`src/rtl/uart_pkg.sv`:
```
`timescale 1ns/1ps
// uart_pkg
// Definitions shared by the UART receive path: the byte-FSM state type
// and the frame/word geometry used by uart_rx and uart_rx32.
package uart_pkg;

  localparam int unsigned UART_DATA_BITS  = 8;
  localparam int unsigned UART_WORD_BYTES = 4;

  typedef enum logic [2:0] {
    IDLE,
    START,
    DATA,
    STOP,
    BREAK
  } uart_state_t;

endpackage

```
`src/rtl/uart_rx.sv`:
```
`timescale 1ns/1ps
// uart_rx
// Single 8N1 byte receiver: 2-flop synchroniser on rx followed by the
// byte FSM that samples every bit near its centre.
// Ports:
//   clk, rst   system clock, synchronous active-high reset
//   rx         asynchronous serial input, idle high
//   rx_byte    last received byte (valid while byte_done is high)
//   byte_done  1-cycle pulse: byte with good stop bit received
//   stop_err   1-cycle pulse: stop bit sampled low
//   busy       FSM is not in IDLE
module uart_rx
  import uart_pkg::*;
#(
  parameter int unsigned CLKS_PER_BIT = 16
) (
  input  logic                      clk,
  input  logic                      rst,
  input  logic                      rx,
  output logic [UART_DATA_BITS-1:0] rx_byte,
  output logic                      byte_done,
  output logic                      stop_err,
  output logic                      busy
);

  localparam int unsigned CW = (CLKS_PER_BIT > 1) ? $clog2(CLKS_PER_BIT) : 1;
  localparam int unsigned BW = $clog2(UART_DATA_BITS);
  localparam logic [CW-1:0] HALF_M1  = CW'(CLKS_PER_BIT / 2 - 1);
  localparam logic [CW-1:0] FULL_M1  = CW'(CLKS_PER_BIT - 1);
  localparam logic [BW-1:0] LAST_BIT = BW'(UART_DATA_BITS - 1);

  logic                      rx_meta, rx_s;
  uart_state_t               state, state_n;
  logic [CW-1:0]             clk_cnt, clk_cnt_n;
  logic [BW-1:0]             bit_idx, bit_idx_n;
  logic [UART_DATA_BITS-1:0] sh, sh_n;

  always_ff @(posedge clk) begin
    if (rst) begin
      rx_meta <= 1'b1;
      rx_s    <= 1'b1;
      state   <= IDLE;
      clk_cnt <= '0;
      bit_idx <= '0;
      sh      <= '0;
    end else begin
      rx_meta <= rx;
      rx_s    <= rx_meta;
      state   <= state_n;
      clk_cnt <= clk_cnt_n;
      bit_idx <= bit_idx_n;
      sh      <= sh_n;
    end
  end

  always_comb begin
    state_n   = state;
    clk_cnt_n = clk_cnt + CW'(1);
    bit_idx_n = bit_idx;
    sh_n      = sh;
    byte_done = 1'b0;
    stop_err  = 1'b0;
    case (state)
      IDLE: begin
        clk_cnt_n = '0;
        bit_idx_n = '0;
        if (!rx_s) state_n = START;
      end
      START: begin
        // Re-check the line at mid start bit; a high line means a glitch.
        if (clk_cnt == HALF_M1) begin
          clk_cnt_n = '0;
          state_n   = rx_s ? IDLE : DATA;
        end
      end
      DATA: begin
        if (clk_cnt == FULL_M1) begin
          clk_cnt_n = '0;
          sh_n      = {rx_s, sh[UART_DATA_BITS-1:1]};
          bit_idx_n = bit_idx + BW'(1);
          if (bit_idx == LAST_BIT) state_n = STOP;
        end
      end
      STOP: begin
        // Leaving at mid stop bit gives half a bit to catch the next start edge.
        if (clk_cnt == FULL_M1) begin
          clk_cnt_n = '0;
          if (rx_s) begin
            byte_done = 1'b1;
            state_n   = IDLE;
          end else begin
            stop_err  = 1'b1;
            state_n   = BREAK;
          end
        end
      end
      BREAK: begin
        clk_cnt_n = '0;
        if (rx_s) state_n = IDLE;
      end
      default: state_n = IDLE;
    endcase
  end

  assign rx_byte = sh;
  assign busy    = (state != IDLE);

endmodule

```
`src/rtl/uart_rx32.sv`:
```
`timescale 1ns/1ps
// uart_rx32
// UART receiver that packs four bytes (first byte in [31:24]) into a
// 32-bit word offered on a valid/ready port, with sticky error flags and
// an idle timeout that discards partially assembled words.
// Ports:
//   clk, rst      system clock, synchronous active-high reset
//   rx            asynchronous serial input, idle high
//   rdata         assembled word
//   rdata_valid   rdata holds an unconsumed word
//   rdata_ready   consumer accepts rdata this cycle
//   overrun       sticky: a completed word was dropped
//   frame_err     sticky: a stop bit sampled low
//   err_clear     clears overrun and frame_err (a new error wins)
//   busy          byte FSM not in IDLE
module uart_rx32
  import uart_pkg::*;
#(
  parameter int unsigned CLKS_PER_BIT = 16,
  parameter int unsigned TIMEOUT_BITS = 32
) (
  input  logic        clk,
  input  logic        rst,
  input  logic        rx,
  output logic [31:0] rdata,
  output logic        rdata_valid,
  input  logic        rdata_ready,
  output logic        overrun,
  output logic        frame_err,
  input  logic        err_clear,
  output logic        busy
);

  localparam int unsigned TO_LIMIT = TIMEOUT_BITS * CLKS_PER_BIT;
  localparam int unsigned TW       = $clog2(TO_LIMIT + 1);
  localparam int unsigned NW       = $clog2(UART_WORD_BYTES);
  localparam int unsigned PW       = (UART_WORD_BYTES - 1) * UART_DATA_BITS;
  localparam logic [TW-1:0] TO_M1     = TW'(TO_LIMIT - 1);
  localparam logic [TW-1:0] TO_MAX    = TW'(TO_LIMIT);
  localparam logic [NW-1:0] LAST_BYTE = NW'(UART_WORD_BYTES - 1);

  logic [UART_DATA_BITS-1:0] rx_byte;
  logic                      byte_done, stop_err;
  logic [PW-1:0]             word;
  logic [NW-1:0]             cnt;
  logic [TW-1:0]             idle_cnt;
  logic                      word_done, slot_free, timeout;

  uart_rx #(
    .CLKS_PER_BIT(CLKS_PER_BIT)
  ) u_rx (
    .clk      (clk),
    .rst      (rst),
    .rx       (rx),
    .rx_byte  (rx_byte),
    .byte_done(byte_done),
    .stop_err (stop_err),
    .busy     (busy)
  );

  always_comb begin
    word_done = byte_done && (cnt == LAST_BYTE);
    // The slot can take a new word if empty or being drained this cycle.
    slot_free = !rdata_valid || rdata_ready;
    timeout   = (idle_cnt == TO_M1) && (cnt != '0) && !busy;
  end

  always_ff @(posedge clk) begin
    if (rst) begin
      rdata       <= '0;
      rdata_valid <= 1'b0;
      overrun     <= 1'b0;
      frame_err   <= 1'b0;
      word        <= '0;
      cnt         <= '0;
      idle_cnt    <= '0;
    end else begin
      if (word_done && slot_free) begin
        rdata       <= {word, rx_byte};
        rdata_valid <= 1'b1;
      end else if (rdata_ready) begin
        rdata_valid <= 1'b0;
      end

      if (stop_err) begin
        cnt <= '0;
      end else if (byte_done) begin
        if (word_done) begin
          cnt <= '0;
        end else begin
          cnt  <= cnt + NW'(1);
          word <= {word[PW-UART_DATA_BITS-1:0], rx_byte};
        end
      end else if (timeout) begin
        cnt <= '0;
      end

      // Any activity on the line (FSM leaves IDLE) restarts the idle count.
      if (busy || (cnt == '0)) begin
        idle_cnt <= '0;
      end else if (idle_cnt != TO_MAX) begin
        idle_cnt <= idle_cnt + TW'(1);
      end

      if (word_done && !slot_free) overrun <= 1'b1;
      else if (err_clear)          overrun <= 1'b0;

      if (stop_err)       frame_err <= 1'b1;
      else if (err_clear) frame_err <= 1'b0;
    end
  end

endmodule

```
`config.mk`:
```
export PLATFORM = sky130hd
export DESIGN_NAME = uart_rx32
export DESIGN_NICKNAME = d
export VERILOG_FILES = /design/src/rtl/uart_pkg.sv /design/src/rtl/uart_rx.sv /design/src/rtl/uart_rx32.sv
export SDC_FILE = /design/constraint.sdc
export NUM_CORES = 1
export LEC_CHECK = 0
export CORE_ASPECT_RATIO = 0.5
export CORE_MARGIN = 3
export CORE_UTILIZATION = 50
export CTS_BUF_LIST = sky130_fd_sc_hd__clkbuf_8
export DETAILED_ROUTE_END_ITERATION = 8
export PLACE_DENSITY = 0.72
export RECOVER_POWER = 100
export SETUP_SLACK_MARGIN = 0.05
export SLEW_MARGIN = 20
export SYNTH_ARGS = -nofsm -noshare
export SYNTH_HDL_FRONTEND = slang
export SYNTH_HIERARCHICAL = 1
export SYNTH_SLANG_ARGS = --single-unit
```
`constraint.sdc`:
```
create_clock -name clk -period 7.3 [get_ports clk]
set_clock_uncertainty 0.15 [all_clocks]
set_input_delay 1.825 -clock clk [delete_from_list [all_inputs] [get_ports clk]]
set_output_delay 1.825 -clock clk [all_outputs]
set_load 0.05 [all_outputs]
```
# Word-level counts from Yosys, hierarchy flattened
# Cells that the tools add are included.
# totals
output_inout_bits,36
wordCells,90
register_bits,91
# classes
add_sub_neg,4
n_eq_ne,16
n_reduce_logical,27
bitwise,2
mux,28
# op_table
op,n
two-way mux 3 bit,8
case mux 3 bit (5 select lines),1
case mux 4 bit (3 select lines),1
nonzero test 2 bit,6
two-way mux 1 bit,11
adder 10 x 1 -> 10 bit (second input constant),1
== test 10 x 9 -> 1 bit (second input constant),1
inequality test 10 bit (second input constant),1
inequality test 2 x 1 -> 1 bit (second input constant),5
two-way mux 2 bit,4
two-way mux 4 bit,2
OR reduction 2 bit,4
== test 3 x 2 -> 1 bit (second input constant),2
== test 3 bit (second input constant),2
case mux 3 bit (2 select lines),1
AND reduction 6 bit,1
logical AND 1 bit,5
adder 4 x 1 -> 4 bit (second input constant),1
== test 4 x 3 -> 1 bit (second input constant),1
== test 4 bit (second input constant),1
AND reduction 2 bit,2
adder 3 x 1 -> 3 bit (second input constant),1
== test 3 x 1 -> 1 bit (second input constant),1
zero test 1 bit,3
other kinds (9),11

# Logic depth before layout (Yosys ltp)
# Gate-level depths: netlist of the first run.
# depth
word_depth,6
depth_mapped,9

# Modules after synthesis
# Netlist of the first run, hierarchy kept.
# by_module_without_submodules
mod,area_each_um2,instances,cells_each
uart_rx32,2782.7,1,335
uart_rx,835.8,1,89

# Worst setup path before layout of the first run
# No wires, ideal clock.
# synth_path
path_kind,flip-flop to output port
from,reg u_rx.state[1]
to,out busy
arrival_ns,1.006
t_required_ns,5.325
setup_slack_ns,4.319
stages_incl_launch_ff,3
path_cell_list,dfxtp_1 > buf_2 > or3_1
# synth_via
elab_chain_len,1
# synth_rtl
element,line_no,source
start: declaration,uart_rx.sv:33,"uart_state_t state, state_n;"
start signal: assignment,uart_rx.sv:49,state <= state_n;
nonzero test 3 bit,uart_rx.sv:106,assign busy = (state != IDLE);
end: declaration,uart_rx32.sv:31,output logic busy
# Every way passes these cells.

# Final worst setup path of the first run
# layout_path
from,in rdata_ready
to,reg rdata[16]
# layout_via
elab_chain_len,2
# layout_rtl
element,line_no,source
start: declaration,uart_rx32.sv:27,"input logic rdata_ready,"
logical OR 1 bit,uart_rx32.sv:64,slot_free = !rdata_valid || rdata_ready;
logical AND 1 bit,uart_rx32.sv:78,if (word_done && slot_free) begin
end signal: assignment,uart_rx32.sv:79,"rdata <= {word, rx_byte};"
end: declaration,uart_rx32.sv:25,"output logic [31:0] rdata,"
# Every way passes these cells.
# A chain may end at the register's enable or synchronous reset.

==> results.sh, run 1 <==
export IMPL_finalPower_uw=831
export IMPL_postSynthNetCount=436
export IMPL_synth_edf_count=0
export IMPL_fin_nets=460
export IMPL_cp_max_fo=33
export IMPL_setup_tns_ns=0
export IMPL_antenna_found_initial=0
export IMPL_diodes=0
export IMPL_synth_cells=424
export IMPL_cp_end_kind="flip-flop"
export IMPL_p_comb_frac=0.017
export IMPL_grt_pass1_wl_um=14100
export IMPL_pin_count=41
export IMPL_max_cap_violations=1
export IMPL_cts_setup_buffers=0
export IMPL_violations="max-capacitance violations, max-slew violations"
export IMPL_grt_start_max_net_pins=74
export IMPL_routed_wl_um=8230
export IMPL_synth_top_area_cell="dfxtp_1"
export IMPL_yosys_register_bits=91
export IMPL_core_area_um2=6860
export IMPL_post_cts_resized=0
export IMPL_criticalPathCategory="in2reg"
export IMPL_grt_usage=0.210
export IMPL_die_h_um=66.2
export IMPL_required_ns=7.44
export IMPL_dpl_worst_slack_ns=3.45
export IMPL_cts_tree="yes"
export IMPL_outcome="finished, violations left"
export IMPL_dp_cells=529
export IMPL_num_vias=3040
export IMPL_wire_per_inst_um=15.1
export IMPL_io_buffers=40
export IMPL_cts_root_buf="clkbuf_8"
export IMPL_place_gp_congestion=0.855
export IMPL_ys_warn_count=6
export IMPL_drc=0
export IMPL_hold_viol_final=0
export IMPL_ys_seq_area_frac=0.503
export IMPL_die_w_um=126
export IMPL_drt_iter0_markers=238
export IMPL_synth_top_cell_area_share=0.503
export IMPL_cts_clk_slew_worst_paths_ns=0.09
export IMPL_p_clk_frac=0.384
export IMPL_power_switching_uw=187
export IMPL_syn_avg_cell_area_um2=8.53
export IMPL_dp_hpwl_um=5430
export IMPL_drive_gt1_frac=0.0662
export IMPL_synth_cell_area_um2=3620
export IMPL_vias_per_cell=5.58
export IMPL_nFillCells=593
export IMPL_fin_cells=545
export IMPL_rsz0062_at_grt="no"
export IMPL_fmax_mhz=246
export IMPL_area_growth_pct=16.2
export IMPL_insertion_delay_ns=0.36
export IMPL_crit_path_start_kind="input pin"
export IMPL_final_antenna_net_count=0
export IMPL_slew_headroom=-0.250
export IMPL_peakVddDrop_uv=86.0
export IMPL_ys_top_cells_by_area="dfxtp_1, a21oi_1, nand2_1"
export IMPL_first_pass_iters=5
export IMPL_synthArstFlopShare=0
export IMPL_design_die_area_um2=8360
export IMPL_timing_final_ws_setup_ns=3.23
export IMPL_numCtsBuffers=9
export IMPL_cts_num_sinks=91
export IMPL_htreeDepth=3
export IMPL_p_seq_frac=0.599
export IMPL_clockBufferDepth=2
export IMPL_setup_viol=0
export IMPL_p_sw_frac=0.225
export IMPL_tightestPinTransition_ns=1.87
export IMPL_start_util=0.528
export IMPL_synth_cell_type_count=44
export IMPL_cp_data_arrival_time_ns=4.21
export IMPL_yosys_most_used_dff="dfxtp_1"
export IMPL_postCtsHoldBufs=0
export IMPL_grt_pass1_vias=2965
export IMPL_finalMaxSlewViolations=34
export IMPL_internal_power_uw=644
export IMPL_dpl_cell_area_um2=4040
export IMPL_fin_crit_ns=4.07
export IMPL_design_area_um2=4200
export IMPL_power_density_nw_per_um2=198
export IMPL_grt_ovfl_total=0
export IMPL_min_path_type="reg2reg"
export IMPL_leakagePower_uw=0.00151
export IMPL_rows=21
export IMPL_finalCritPeriodShare=0.557
==> through the flow <==
stage,hold slack (ns),utilization
floorplan,0.239,-
detailed placement,0.261,0.589
global placement,0.242,0.589
global route,0.300,0.613
finish,0.276,0.613
CTS,0.281,0.616
==> power by group through the flow <==
| stage | logic (uW) | clock network [uW] | registers (uW) |
|---|---|---|---|
| 5_1_grt | 15.5 | 350 | 498 |
| 4_1_cts | 14.4 | 326 | 498 |
| 6_report | 14.1 | 319 | 498 |
| 3_5_place_dp | 14.4 | 0 | 510 |
| 2_1_floorplan | 10.4 | 0 | 509 |
| 3_3_place_gp | 14.0 | 0 | 509 |
==> state kept, by name, indices dropped and copies added, names as in the netlist, 2 cells and up <==
name / count
rdata: 32
word: 24
idle_cnt: 10
u_rx/rx_byte: 8
u_rx/clk_cnt: 4
u_rx/bit_idx: 3
u_rx/state: 3
cnt: 2
==> final cells by class <==
type,count,area (um2),share of cell area
sequential,91,1820,0.433
multi-input combinational,295,1640,0.389
timing repair buffer,42,410,0.0976
clock buffer,11,151,0.0360
tap,92,115,0.0274
clock inverter,5,35.0,0.00833
inverter,9,33.8,0.00804
==> path summary, 6_finish.rpt <==
check	startpoint	end	slack (ns)	cells after the start
worst max-delay path	rdata_ready	rdata[16]	3.23	4
worst min-delay path	u_rx/rx_meta	u_rx/rx_s	0.28	1
worst max register to register	u_rx/clk_cnt[0]	rdata[16]	4.45	7
worst min register to register	u_rx/rx_meta	u_rx/rx_s	0.28	1
==> synthesized netlist by cell type (all sizes together) (2+ instances only) <==
| cell | count |
|---|---|
| nand2b | 3 |
| mux2i | 8 |
| buf | 7 |
| o21ai | 39 |
| nor3 | 4 |
| or3b | 2 |
| nand3 | 39 |
| nor3b | 2 |
| o31ai | 2 |
| or2 | 2 |
| dfxtp | 91 |
| and3b | 2 |
| xor2 | 3 |
| nand3b | 4 |
| nand2 | 66 |
| nor2 | 17 |
| xnor2 | 2 |
| nand4 | 4 |
| a21oi | 63 |
| clkbuf | 22 |
| a22o | 2 |
| o41ai | 2 |
| or3 | 6 |
| o2111ai | 3 |
| inv | 9 |
| ha | 7 |
==> cells in the final DEF (no fill, tap or decap), types with 3 or more instances in the layout <==
master         count
dfxtp_1           91
nand2_1           65
a21oi_1           63
nand3_1           39
o21ai_0           39
dlygate4sd3_1     37
nor2_1            17
clkbuf_8          11
inv_1              9
mux2i_1            8
ha_1               7
or3_1              5
nand4_1            4
nor3_1             4
nand3b_1           4
nand2b_1           3
xor2_1             3
o2111ai_1          3
==> critical path, stage by stage <==
cell           delay, ns
dlygate4sd3_1       0.54
nor2b_1             1.40
o21ai_0             0.22
a21oi_1             0.21
==> cells by family (layout without fill, tap and decap cells) <==
family / count (synthesis) / in the layout / synth area share
AND/OR/NAND/NOR: 156 / 156 / 0.212
AO/OA/AOI/OAI: 118 / 118 / 0.181
flip-flops: 91 / 91 / 0.503
buffers and inverters: 38 / 67 / 0.0411
multiplexers: 9 / 9 / 0.0263
adder cells (fa/ha/maj): 7 / 7 / 0.0242
XOR/XNOR: 5 / 5 / 0.0121
==> routing by layer <==
layer  up-vias  wire length, um  global-route usage  part of all wire
li1       1529                -                   -                 -
met1      1450             3960               0.279              0.48
met2        57             3850               0.336              0.47
met3         4              377              0.0556             0.046
met4         0               46              0.0722            0.0056
met5         -                0                   0                 0
Note: power is estimated with default switching activity, not from simulation.
==> inputs of run 2 (changes only) <==
==> constraint.sdc (replaced) <==
create_clock -name clk -period 4.2 [get_ports clk]
set_clock_uncertainty 0.15 [all_clocks]
set_input_delay 1.05 -clock clk [delete_from_list [all_inputs] [get_ports clk]]
set_output_delay 1.05 -clock clk [all_outputs]
set_load 0.05 [all_outputs]
==> results.sh, run 2 (synthesized netlist as in run 1, its figures left out) <==
export IMPL_tightestPinTransition_ns=1.78
export IMPL_start_util=0.528
export IMPL_num_vias=3044
export IMPL_timing_reg2reg_setup_slack_ns=1.33
export IMPL_dp_hpwl_um=5420
export IMPL_drt_iter0_markers=256
export IMPL_post_cts_resized=0
export IMPL_max_cap_violations=1
export IMPL_cts_root_buf="clkbuf_8"
export IMPL_core_area_um2=6860
export IMPL_reg2reg_to="rdata[14]"
export IMPL_final_cell_mix="dfxtp_1, nand2_1, a21oi_1, nand3_1, o21ai_0"
export IMPL_vias_per_cell=5.56
export IMPL_setup_tns_ns=0
export IMPL_crit_path_start_kind="input pin"
export IMPL_hold_end="u_rx/rx_s"
export IMPL_wire_per_inst_um=15.1
export IMPL_insertion_delay_ns=0.36
export IMPL_fin_crit_ns=3.45
export IMPL_pin_count=41
export IMPL_slew_headroom=-0.184
export IMPL_cp_end_kind="flip-flop"
export IMPL_first_pass_iters=4
export IMPL_grt_usage=0.213
export IMPL_rsz0062_at_grt="no"
export IMPL_numCtsBuffers=9
export IMPL_cp_data_arrival_time_ns=3.48
export IMPL_largest_reg_flops=32
export IMPL_cts_setup_buffers=0
export IMPL_die_w_um=126
export IMPL_htreeDepth=3
export IMPL_worstReg2RegStart="u_rx/clk_cnt[0]"
export IMPL_r2r_cells=7
export IMPL_hold_viol_final=0
export IMPL_drive_gt1_frac=0.0637
export IMPL_fin_nets=462
export IMPL_finalCritPeriodShare=0.821
export IMPL_antenna_found_initial=0
export IMPL_diodes=0
export IMPL_grt_start_max_net_pins=43
export IMPL_place_gp_congestion=0.911
export IMPL_required_ns=4.23
export IMPL_design_die_area_um2=8360
export IMPL_min_path_type="reg2reg"
export IMPL_drc=0
export IMPL_grt_ovfl_total=0
export IMPL_postCtsHoldBufs=0
export IMPL_nFillCells=614
export IMPL_fmax_mhz=290
export IMPL_min_from="u_rx/rx_meta"
export IMPL_cts_tree="yes"
export IMPL_regMostFlops="rdata"
export IMPL_leakagePower_uw=0.00150
export IMPL_setup_viol=0
export IMPL_grt_pass1_wl_um=14200
export IMPL_final_common_cell="dfxtp_1"
export IMPL_violations="max-capacitance violations, max-slew violations"
export IMPL_design_area_um2=4200
export IMPL_peakVddDrop_uv=191
export IMPL_hold_depth=1
export IMPL_io_buffers=40
export IMPL_outcome="finished, violations left"
export IMPL_power_density_nw_per_um2=336
export IMPL_holdWs_ns=0.267
export IMPL_cp_max_fo=42
export IMPL_final_antenna_net_count=0
export IMPL_clockBufferDepth=2
export IMPL_cp_startpoint="rst"
export IMPL_dpl_cell_area_um2=4050
export IMPL_die_h_um=66.2
export IMPL_cts_num_sinks=91
export IMPL_grt_pass1_vias=2932
export IMPL_area_growth_pct=16.1
export IMPL_finalMaxSlewViolations=43
export IMPL_cts_clk_slew_worst_paths_ns=0.08
export IMPL_rows=21
export IMPL_largestRegisters="rdata (32), word (24), idle_cnt (10)"
export IMPL_routed_wl_um=8250
export IMPL_criticalPathCategory="in2reg"
## run 2: changes by cell type in the layout (fill, tap and decap cells not counted), sizes merged
cell           before  now
inv                10   11
dlygate4sd3        37   36
clkinv              3    2
clkdlybuf4s50       2    3
clkinvlp            1    3
## run 2: power by group
group	total (uW)	internal (uW)	leakage, uW	switching [uW]
sequential	865	864	0.000733	1.72
combinational	25.0	6.82	0.000686	18.1
clock	521	212	0.0000828	309
total	1410	1080	0.00150	329
## run 2: layer usage
metal	vias to the layer above	wire [um]	part of all wire	global-route usage
met5	-	0	0	0
met4	0	102	0.012	0.0682
met3	9	402	0.049	0.0629
met2	56	3860	0.47	0.333
met1	1444	3890	0.47	0.285
li1	1535	-	-	-
## run 2: how the worst max path moves through the flow
stage	slack [ns]	end	cells after the start
after floorplan	1.86	word[10]	9
after global placement	1.37	rdata[7]	4
after detailed placement	1.19	rdata[14]	4
after CTS	0.99	busy	2
after global routing	0.50	rdata[13]	3
final	0.75	rdata[5]	3
## run 2: layout make-up
class | instances | area, um2 | area share
clock buffer | 9 | 124 | 0.0295
sequential | 91 | 1820 | 0.433
inverter | 9 | 33.8 | 0.00804
timing repair buffer | 44 | 420 | 0.100
clock inverter | 7 | 45.0 | 0.0107
multi-input combinational | 295 | 1640 | 0.391
tap | 92 | 115 | 0.0274
## run 2: worst max-delay path, cell delays in order
cell	delay, ns
clkbuf_1	1.25
clkbuf_1	1.07
a21oi_1	0.09
## run 2: through the flow
step	worst slack (ns)	util	power (uW)	std cells
final	0.754	0.613	1410	547
after global routing	0.496	0.613	1470	547
after CTS	0.991	0.615	1430	547
after detailed placement	1.19	0.591	911	531
after global placement	1.37	0.591	910	531
after floorplan	1.86	-	903	424
==> inputs of run 3 (changes only) <==
--- a/config.mk
+++ b/config.mk
@@ -10,7 +10,7 @@
 export CORE_UTILIZATION = 50
 export CTS_BUF_LIST = sky130_fd_sc_hd__clkbuf_8
 export DETAILED_ROUTE_END_ITERATION = 8
-export PLACE_DENSITY = 0.72
+export PLACE_DENSITY = 0.75
 export RECOVER_POWER = 100
 export SETUP_SLACK_MARGIN = 0.05
 export SLEW_MARGIN = 20
==> constraint.sdc (replaced) <==
create_clock -name clk -period 2.9 [get_ports clk]
set_clock_uncertainty 0.15 [all_clocks]
set_input_delay 0.725 -clock clk [delete_from_list [all_inputs] [get_ports clk]]
set_output_delay 0.725 -clock clk [all_outputs]
set_load 0.05 [all_outputs]
==> results.sh, run 3 (synthesized netlist as in run 1, its figures left out) <==
export IMPL_outcome="finished clean"
export IMPL_diodes=0
export IMPL_setup_tns_ns=0
export IMPL_area_growth_pct=18.3
export IMPL_dp_hpwl_um=5160
export IMPL_insertion_delay_ns=0.37
export IMPL_leakagePower_uw=0.00155
export IMPL_die_w_um=126
export IMPL_grt_ovfl_total=0
export IMPL_die_h_um=66.2
export IMPL_criticalPathCategory="reg2out"
export IMPL_cts_tree="yes"
export IMPL_timing_final_ws_setup_ns=0.344
export IMPL_crit_path_start_kind="flip-flop"
export IMPL_design_die_area_um2=8360
export IMPL_io_buffers=40
export IMPL_htreeDepth=3
export IMPL_routed_wl_um=7880
export IMPL_cp_data_arrival_time_ns=1.68
export IMPL_cp_max_fo=9
export IMPL_cp_end_kind="output pin"
export IMPL_grt_pass1_vias=2814
export IMPL_fin_nets=467
export IMPL_drive_gt1_frac=0.0696
export IMPL_largest_reg_flops=32
export IMPL_rsz0062_at_grt="no"
export IMPL_nFillCells=613
export IMPL_vias_per_cell=5.51
export IMPL_fmax_mhz=391
export IMPL_cts_num_sinks=91
export IMPL_finalCritPeriodShare=0.882
export IMPL_numCtsBuffers=9
export IMPL_grt_usage=0.203
export IMPL_peakVddDrop_uv=353
export IMPL_fin_crit_ns=2.56
export IMPL_max_cap_violations=0
export IMPL_hold_viol_final=0
export IMPL_p_seq_frac=0.571
export IMPL_tightestPinTransition_ns=1.13
export IMPL_cts_root_buf="clkbuf_8"
export IMPL_power_density_nw_per_um2=513
export IMPL_wire_per_inst_um=14.3
export IMPL_clockBufferDepth=2
export IMPL_num_vias=3039
export IMPL_cts_setup_buffers=0
export IMPL_internal_power_uw=1740
export IMPL_start_util=0.528
export IMPL_largestRegisters="rdata (32), word (24), idle_cnt (10)"
export IMPL_pin_count=41
export IMPL_final_antenna_net_count=0
export IMPL_cts_clk_slew_worst_paths_ns=0.08
export IMPL_grt_start_max_net_pins=34
export IMPL_min_path_type="reg2reg"
export IMPL_core_area_um2=6860
export IMPL_place_gp_congestion=0.813
export IMPL_final_cell_mix="dfxtp_1, nand2_1, a21oi_1, nand3_1, o21ai_0"
export IMPL_power_switching_uw=459
export IMPL_drc=0
export IMPL_post_route_util=0.624
export IMPL_drt_iter0_markers=321
export IMPL_final_common_cell="dfxtp_1"
export IMPL_p_sw_frac=0.209
export IMPL_first_pass_iters=5
export IMPL_dpl_worst_slack_ns=0.431
export IMPL_rows=21
export IMPL_finalMaxSlewViolations=0
export IMPL_p_comb_frac=0.017
export IMPL_antenna_found_initial=0
export IMPL_slew_headroom=0.250
export IMPL_p_clk_frac=0.413
export IMPL_grt_pass1_wl_um=13600
export IMPL_setup_viol=0
export IMPL_regMostFlops="rdata"
export IMPL_required_ns=2.03
## run 3: changes by cell type in the layout (fill, tap and decap cells not counted), moves of 2 or more
cell / previous run / this run
bufinv_16: 0 / 2
inv_1: 10 / 12
buf_4: 3 / 5
clkinv_2: 2 / 0
## run 3: critical path, cell delays in order, from the launching register on
cell and delay, ns:
dfxtp_1 0.48, or3_1 0.28, dlygate4sd2_1 0.57
## run 3: stage by stage
step           cell area, um2  hold WS (ns)  total power (uW)  std cells
6_report                 4280         0.263              2200        552
2_1_floorplan            3620         0.239              1310        424
3_3_place_gp             4100         0.242              1320        536
4_1_cts                  4310         0.265              2210        552
5_1_grt                  4280         0.289              2270        552
3_5_place_dp             4100         0.250              1320        536
## run 3: power by group through the flow
| stage | Clock, uW | Sequential [uW] | Combinational [uW] |
|---|---|---|---|
| after detailed placement | 0 | 1280 | 37.8 |
| after global placement | 0 | 1280 | 37.7 |
| final | 907 | 1250 | 36.5 |
| after CTS | 922 | 1250 | 37.2 |
| after floorplan | 0 | 1280 | 26.3 |
| after global routing | 979 | 1250 | 40.9 |
## run 3: layout make-up
| type | count | area, um2 | share of cell area |
|---|---|---|---|
| Sequential cell | 91 | 1820 | 0.425 |
| Multi-Input combinational cell | 295 | 1640 | 0.383 |
| Timing Repair Buffer | 49 | 463 | 0.108 |
| Clock buffer | 9 | 124 | 0.0289 |
| Tap cell | 92 | 115 | 0.0269 |
| Clock inverter | 7 | 86.3 | 0.0202 |
| Inverter | 9 | 33.8 | 0.00789 |
## run 3: per-layer routing
metal  share of wire  vias to the layer above  track usage
li1                -                     1542            -
met1            0.51                     1432        0.295
met3           0.043                        8       0.0581
met5               0                        -            0
met2            0.44                       57        0.291
met4          0.0084                        0       0.0628
## run 3: repair_timing
| action | CTS | global route |
|---|---|---|
| endpoints found under the setup margin | 1 | 0 |
| gates resized for setup | 1 | 0 |
| hold buffers | 0 | 0 |
## run 3: final timing paths
| path | from | to | slack [ns] | depth (start not counted) |
|---|---|---|---|---|
| max | u_rx/state[1] | busy | 0.34 | 2 |
| min | u_rx/rx_meta | u_rx/rx_s | 0.26 | 1 |
| max reg2reg | u_rx/clk_cnt[0] | word[13] | 0.44 | 7 |
| min reg2reg | u_rx/rx_meta | u_rx/rx_s | 0.26 | 1 |
